`src/rtl/keypad_pkg.sv`:
```
// Shared types and helpers for the keypad scanner and its event FIFO.
package keypad_pkg;

  typedef enum logic [2:0] {
    SCAN,
    SETTLE,
    DEBOUNCE,
    PUSH,
    WAIT_RELEASE
  } scan_state_t;

  localparam int SYNC_STAGES = 2;

  function automatic int key_code_width(input int rows, input int cols);
    return (rows * cols > 1) ? $clog2(rows * cols) : 1;
  endfunction

endpackage

```
`src/rtl/keypad_event_fifo.sv`:
```
// Show-ahead event FIFO: head always presents the oldest entry; a pop on empty is ignored.
// A push while full only lands when a pop frees a slot in the same cycle.
module keypad_event_fifo #(
  parameter int WIDTH = 4,
  parameter int DEPTH = 4
) (
  input  logic             clk,
  input  logic             nRST,
  input  logic             push,
  input  logic [WIDTH-1:0] push_data,
  input  logic             pop,
  output logic [WIDTH-1:0] head,
  output logic             empty,
  output logic             full
);

  localparam int AW = $clog2(DEPTH);

  logic [WIDTH-1:0] mem [DEPTH];
  logic [AW:0]      wr_ptr;
  logic [AW:0]      rd_ptr;
  logic             do_push;
  logic             do_pop;

  always_comb begin
    empty   = (wr_ptr == rd_ptr);
    full    = (wr_ptr[AW] != rd_ptr[AW]) && (wr_ptr[AW-1:0] == rd_ptr[AW-1:0]);
    do_pop  = pop & ~empty;
    do_push = push & (~full | do_pop);
    head    = mem[rd_ptr[AW-1:0]];
  end

  always_ff @(posedge clk or negedge nRST) begin
    if (!nRST) begin
      wr_ptr <= '0;
      rd_ptr <= '0;
      for (int i = 0; i < DEPTH; i++) mem[i] <= '0;
    end else begin
      if (do_push) begin
        mem[wr_ptr[AW-1:0]] <= push_data;
        wr_ptr              <= wr_ptr + 1'b1;
      end
      if (do_pop) rd_ptr <= rd_ptr + 1'b1;
    end
  end

endmodule

```
`src/rtl/keypad_scanner_fifo.sv`:
```
// Matrix keypad scanner: column strobing, 2-flop row sync, debounce, event FIFO.
// Optional auto-repeat while a key is held is built when KEYPAD_REPEAT_EN is defined.
module keypad_scanner_fifo import keypad_pkg::*; #(
  parameter int NUM_ROWS        = 4,
  parameter int NUM_COLS        = 4,
  parameter int SETTLE_CYCLES   = 2,
  parameter int DEBOUNCE_CYCLES = 10,
  parameter int FIFO_DEPTH      = 4,
  parameter int REPEAT_DELAY    = 500,
  parameter int REPEAT_PERIOD   = 100,
  localparam int KW = key_code_width(NUM_ROWS, NUM_COLS)
) (
  input  logic                clk,
  input  logic                nRST,
  input  logic [NUM_ROWS-1:0] row_in,
  output logic [NUM_COLS-1:0] col_out,
  output logic                key_valid,
  output logic [KW-1:0]       key_code,
  input  logic                key_ack,
  output logic                key_held,
  output logic                overflow,
  input  logic                overflow_clr
);

  localparam int CW = $clog2(NUM_COLS);
  localparam int RW = $clog2(NUM_ROWS);
  localparam logic [15:0] SETTLE_LAST = 16'(SETTLE_CYCLES + 1);
  localparam logic [15:0] DEB_LAST    = 16'(DEBOUNCE_CYCLES - 1);

  if (NUM_ROWS < 2 || NUM_ROWS > 8 || NUM_COLS < 2 || NUM_COLS > 8 ||
      DEBOUNCE_CYCLES < 1 || SETTLE_CYCLES < 0 || FIFO_DEPTH < 2 ||
      (FIFO_DEPTH & (FIFO_DEPTH - 1)) != 0 || REPEAT_DELAY < 1 || REPEAT_PERIOD < 1) begin : g_param_check
    $error("keypad_scanner_fifo: parameter out of range");
  end

  logic [NUM_ROWS-1:0] sync_q [SYNC_STAGES];
  logic [NUM_ROWS-1:0] row_s;

  scan_state_t state, state_n;
  logic [15:0]   cnt, cnt_n;
  logic [CW-1:0] col_idx, col_n, col_next;
  logic [RW-1:0] row_lat, row_lat_n, win_row;
  logic          press_any;
  logic          press_push;
  logic          push_req;
  logic [KW-1:0] push_code;
  logic          fifo_empty;
  logic          fifo_full;
  logic          ovf_event;

  always_ff @(posedge clk or negedge nRST) begin
    if (!nRST) begin
      for (int i = 0; i < SYNC_STAGES; i++) sync_q[i] <= '1;
    end else begin
      sync_q[0] <= row_in;
      for (int i = 1; i < SYNC_STAGES; i++) sync_q[i] <= sync_q[i-1];
    end
  end

  always_comb begin
    row_s     = sync_q[SYNC_STAGES-1];
    press_any = ~&row_s;
    win_row   = '0;
    for (int r = NUM_ROWS - 1; r >= 0; r--) begin
      if (!row_s[r]) win_row = RW'(r);
    end
    col_next  = (col_idx == CW'(NUM_COLS - 1)) ? '0 : col_idx + 1'b1;
    push_code = KW'(int'(row_lat) * NUM_COLS + int'(col_idx));
    col_out   = ~(NUM_COLS'(1) << col_idx);
    key_held  = (state == WAIT_RELEASE);
  end

  // One counter serves settle, press debounce and release debounce; they never overlap.
  always_comb begin
    state_n    = state;
    cnt_n      = cnt;
    col_n      = col_idx;
    row_lat_n  = row_lat;
    press_push = 1'b0;
    case (state)
      SCAN: begin
        state_n = SETTLE;
        cnt_n   = '0;
      end
      SETTLE: begin
        if (cnt == SETTLE_LAST) begin
          cnt_n = '0;
          if (press_any) begin
            state_n   = DEBOUNCE;
            row_lat_n = win_row;
          end else begin
            col_n = col_next;
          end
        end else begin
          cnt_n = cnt + 1'b1;
        end
      end
      DEBOUNCE: begin
        if (!row_s[row_lat]) begin
          if (cnt == DEB_LAST) begin
            state_n = PUSH;
            cnt_n   = '0;
          end else begin
            cnt_n = cnt + 1'b1;
          end
        end else begin
          state_n = SETTLE;
          col_n   = col_next;
          cnt_n   = '0;
        end
      end
      PUSH: begin
        press_push = 1'b1;
        state_n    = WAIT_RELEASE;
        cnt_n      = '0;
      end
      WAIT_RELEASE: begin
        if (press_any) begin
          cnt_n = '0;
        end else if (cnt == DEB_LAST) begin
          state_n = SETTLE;
          col_n   = col_next;
          cnt_n   = '0;
        end else begin
          cnt_n = cnt + 1'b1;
        end
      end
      default: state_n = SCAN;
    endcase
  end

  always_ff @(posedge clk or negedge nRST) begin
    if (!nRST) begin
      state   <= SCAN;
      cnt     <= '0;
      col_idx <= '0;
      row_lat <= '0;
    end else begin
      state   <= state_n;
      cnt     <= cnt_n;
      col_idx <= col_n;
      row_lat <= row_lat_n;
    end
  end

`ifdef KEYPAD_REPEAT_EN
  logic [15:0] hold_cnt;
  logic        rep_armed;
  logic        rep_push;

  always_comb begin
    rep_push = (state == WAIT_RELEASE) && press_any &&
               (hold_cnt == (rep_armed ? 16'(REPEAT_PERIOD - 1) : 16'(REPEAT_DELAY - 1)));
    push_req = press_push | rep_push;
  end

  // Any high sample (release debouncing in progress) restarts the hold timing.
  always_ff @(posedge clk or negedge nRST) begin
    if (!nRST) begin
      hold_cnt  <= '0;
      rep_armed <= 1'b0;
    end else if (state != WAIT_RELEASE || !press_any) begin
      hold_cnt  <= '0;
      rep_armed <= 1'b0;
    end else if (rep_push) begin
      hold_cnt  <= '0;
      rep_armed <= 1'b1;
    end else begin
      hold_cnt <= hold_cnt + 1'b1;
    end
  end
`else
  always_comb push_req = press_push;
`endif

  // Valid/ack: key_code is meaningful while key_valid=1; key_ack pops on the clock edge.
  keypad_event_fifo #(
    .WIDTH(KW),
    .DEPTH(FIFO_DEPTH)
  ) u_fifo (
    .clk      (clk),
    .nRST     (nRST),
    .push     (push_req),
    .push_data(push_code),
    .pop      (key_ack),
    .head     (key_code),
    .empty    (fifo_empty),
    .full     (fifo_full)
  );

  always_comb begin
    key_valid = ~fifo_empty;
    ovf_event = push_req & fifo_full & ~(key_ack & key_valid);
  end

  always_ff @(posedge clk or negedge nRST) begin
    if (!nRST)             overflow <= 1'b0;
    else if (ovf_event)    overflow <= 1'b1;
    else if (overflow_clr) overflow <= 1'b0;
  end

endmodule

```
`config.mk`:
```
export PLATFORM = sky130hd
export DESIGN_NAME = keypad_scanner_fifo
export DESIGN_NICKNAME = d
export VERILOG_FILES = /design/src/rtl/keypad_pkg.sv /design/src/rtl/keypad_event_fifo.sv /design/src/rtl/keypad_scanner_fifo.sv
export SDC_FILE = /design/constraint.sdc
export NUM_CORES = 1
export LEC_CHECK = 0
export BUFFER_PORTS_ARGS = -buffer_cell sky130_fd_sc_hd__buf_2
export CORE_UTILIZATION = 55
export CTS_BUF_LIST = sky130_fd_sc_hd__clkbuf_8
export CTS_CLUSTER_SIZE = 14
export DETAILED_ROUTE_END_ITERATION = 6
export PLACE_DENSITY_LB_ADDON = 0.05
export SETUP_SLACK_MARGIN = 0.05
export SKIP_LAST_GASP = 1
export SLEW_MARGIN = 15
export SYNTH_ARGS = -nofsm -noshare
export SYNTH_HDL_FRONTEND = slang
export SYNTH_SLANG_ARGS = --single-unit
```
`constraint.sdc`:
```
create_clock -name clk -period 3.2 [get_ports clk]
set_input_delay 0.16 -clock clk [delete_from_list [all_inputs] [get_ports clk]]
set_output_delay 0.16 -clock clk [all_outputs]
set_load 0.02 [all_outputs]
```
==> summary.md <==
| Metric | Value |
|---|---|
| Layout Skew | `approximately 0.0081 ns` |
| Initial antenna violation count | `0` |
| Cts repair resizes | `0` |
| Critical path startpoint category | `register` |
| DR vias | `about 1700` |
| Worst Hold Launch | `overflow_clr` |
| Slew HR | `~45%` |
| Largest net degree at the start of global routing | `38` |
| N_diodes | `0` |
| Post-DP Area | `0.00285 sq mm` |
| Die width | `72.1 um` |
| Worst Hold Path EP | `overflow` |
| Hold crit path type | `in2reg` |
| R2r worst-path depth | `6` |
| Filler cells | `412` |
| Via density | `5.39` |
| Synth unique cells | `44` |
| Total die area | `roughly 0.0052 sq mm` |
| Slew @ Worst Pin | `~0.83 ns` |
| Max FO, Critical Path | `11` |
| Commonest non-fill, non-tap cell in the layout | `dfrtp_1` |
| Hold Slack | `approximately 0.053 ns` |
| Vias in the first global route | `about 1700` |
| Syn Std Cell Area | `~0.0027 sq mm` |
| Post-synthesis async set-or-reset flop share | `between 90% and 100%` |
| Worst IR Drop VDD | `0.356 mV` |
| Synth Area per Inst | `11.8 sq um` |
| CTS tree | `done` |
| Max Root-Sink Buffers | `2` |
| Post-DP HPWL | `3.37 mm` |
| Post-placement setup slack | `roughly 0.86 ns` |
| Ports | `19` |
| CTS Sinks | `between 50 and 60` |
| Total grt overflow | `0` |
| Number of synthesized register bits | `54` |
| DRT iter0 DRCs | `67` |
| First-pass GRT wire length | `approximately 8 mm` |
| DRC viols | `0` |
| Status | `finished clean` |
| Register area share after synthesis | `approximately half` |
| Worst Hold Depth | `2` |
| Postcts setup bufs | `0` |
| CORE AREA | `between 0.004 and 0.005 sq mm` |
| Total power | `between 2 and 2.5 mW` |
| Final Max Tran Viols | `0` |
| Site row count | `25` |
| Cell count after placement | `around 310` |
| P per Cell Area | `approximately 760 mW/mm^2` |
| RSZ-0062 raised after global routing | `false` |
| Most frequent cells in the layout | `dfrtp_1 (46), mux2_2 (19), nand2_1 (18), buf_2 (18), nor2_1 (14)` |
| CP Data Arrival Time | `about 2.5 ns` |
| Clk slew on worst S/H paths | `about 0.090 ns` |
| Final Hold Viols | `0` |
| Design area | `approximately 0.0030 sq mm` |
| Global Route Usage Sum | `20.2%` |
| Most used DFF post-synth | `dfrtp_1` |
| Ys Warns | `0` |
| Syn_nets | `around 250` |
| CP required | `~3.4 ns` |
| Crit end category | `register` |
| Layout cell share with drive strength beyond 1 | `between 20% and 30%` |
| Post-Syn Instances | `roughly 230` |
| # H-tree levels | `2` |
| Fin util | `63.2%` |
| Clk root buf | `clkbuf_8` |
| Cell leakage power | `roughly 1.4 nW` |
| Fin crit share | `72.8%` |
| Antenna Nets Post-Route | `0` |
| CTS buffer count | `5` |
| Setup_tns | `0 ns` |
| Crit Reg-Reg Endpoint | `cnt[2]` |
| EDFF count, synth | `0` |
| Crit path time final | `roughly 2.3 ns` |
| WL/cell | `around 14 um` |
| Setup violators final | `0` |
| Clk Latency, worst-skew pair | `0.30 ns` |
| Pre-antenna DRT Iters | `5` |
| CP Class | `reg2reg` |
| Fmax | `around 430 MHz` |
| R2r setup slk | `0.87 ns` |
| Starting density of the core | `approximately 57%` |
| Final worst setup slack | `0.869 ns` |
| Layout Nets | `between 200 and 300` |
| Vert. Die Dim | `72.1 um` |
| GPL Wtd Cong | `around 0.9` |
| Reg2reg start | `cnt[0]` |
| Port bufs | `18` |
| Routed Wire Length | `about 4.6 mm` |
| Non-filler instance count after layout | `about 320` |
| Hold buffers post-CTS | `5` |
| Area grow syn2layout | `10.7%` |
| Max cap viols | `0` |
[metal layers]
| layer | vias up | global-route usage [%] | share of wire, % |
|---|---|---|---|
| met5 | - | 0 | 0 |
| met4 | 0 | 6.97 | 1.3 |
| met3 | 7 | 5.00 | 3.4 |
| met2 | 37 | 32.9 | 47 |
| met1 | 838 | 26.7 | 48 |
| li1 | 855 | - | - |
[power by group]
part / total, mW / internal [mW] / switching, mW
sequential: 1.06 / 0.857 / 0.200
clock: 0.371 / 0.154 / 0.217
combinational: 0.841 / 0.402 / 0.439
[worst max path at each step]
| stage | start | endpoint | slack, ns | depth (start not counted) |
|---|---|---|---|---|
| after global placement | cnt[0] | cnt[2] | 0.93 | 6 |
| after floorplan | cnt[0] | cnt[2] | 1.29 | 7 |
| final | cnt[0] | cnt[2] | 0.87 | 6 |
| after CTS | cnt[0] | cnt[2] | 0.85 | 6 |
| after detailed placement | cnt[0] | cnt[12] | 0.86 | 6 |
| after global routing | cnt[0] | cnt[2] | 0.57 | 6 |
[synthesized netlist by cell type, types with 2 or more instances]
master	number	area share (%)
a21o_1	3	0.83
a21oi_1	3	0.56
and2_1	2	0.46
and3_1	8	1.9
and4_1	3	0.97
buf_2	2	0.37
clkbuf_1	2	0.28
dfrtp_1	46	43
dfstp_2	8	7.8
ha_1	12	5.6
inv_1	12	1.7
mux2_2	19	7.9
mux2i_1	2	0.74
mux4_2	5	4.2
nand2_1	18	2.5
nand2b_1	4	0.93
nand3_1	8	1.5
nand4_1	4	0.93
nor2_1	14	1.9
nor2b_1	2	0.46
nor3_1	2	0.37
nor3b_1	2	0.56
nor4_2	2	0.93
o21ai_0	9	1.7
o22ai_1	2	0.46
o32ai_1	2	0.65
xnor2_1	10	3.2
xor2_1	7	2.3
[kinds of logic (layout without fill, tap and decap cells)]
logic type | after synthesis | in the layout | share of synthesized area (%)
and+or+nand+nor | 75 | 75 | 15.6
DFF | 54 | 54 | 50.4
buffers and inverters | 18 | 44 | 2.92
AOI/OAI and AO/OA | 27 | 27 | 7.14
adders and majority gates | 12 | 12 | 5.56
xor gates and xnor gates | 17 | 17 | 5.52
muxes | 26 | 26 | 12.8
[worst max-delay path, stage by stage (launching register included)]
cell and delay (ns):
dfrtp_1 0.43, ha_1 0.25, nor4b_1 0.32, nand4_2 0.24, a22oi_4 0.39, and2_1 0.42
o32ai_1 0.15
[cell type report]
class	instances	area (sq um)	share of cell area [%]
tap	67	83.8	2.81
timing repair buffer	24	148	4.94
multi-input combinational	157	1260	42.1
sequential	54	1360	45.6
inverter	12	45.0	1.51
clock buffer	5	68.8	2.30
clock inverter	3	21.3	0.712
[flip-flops by register name, indices dropped and copies added (netlist names), 3 cells and up]
name           count
u_fifo.wr_ptr      3
row_s              4
u_fifo.rd_ptr      3
cnt               16
state              3
u_fifo.mem        16
sync_q             4
No activity file was read; power rests on OpenSTA's default activity.
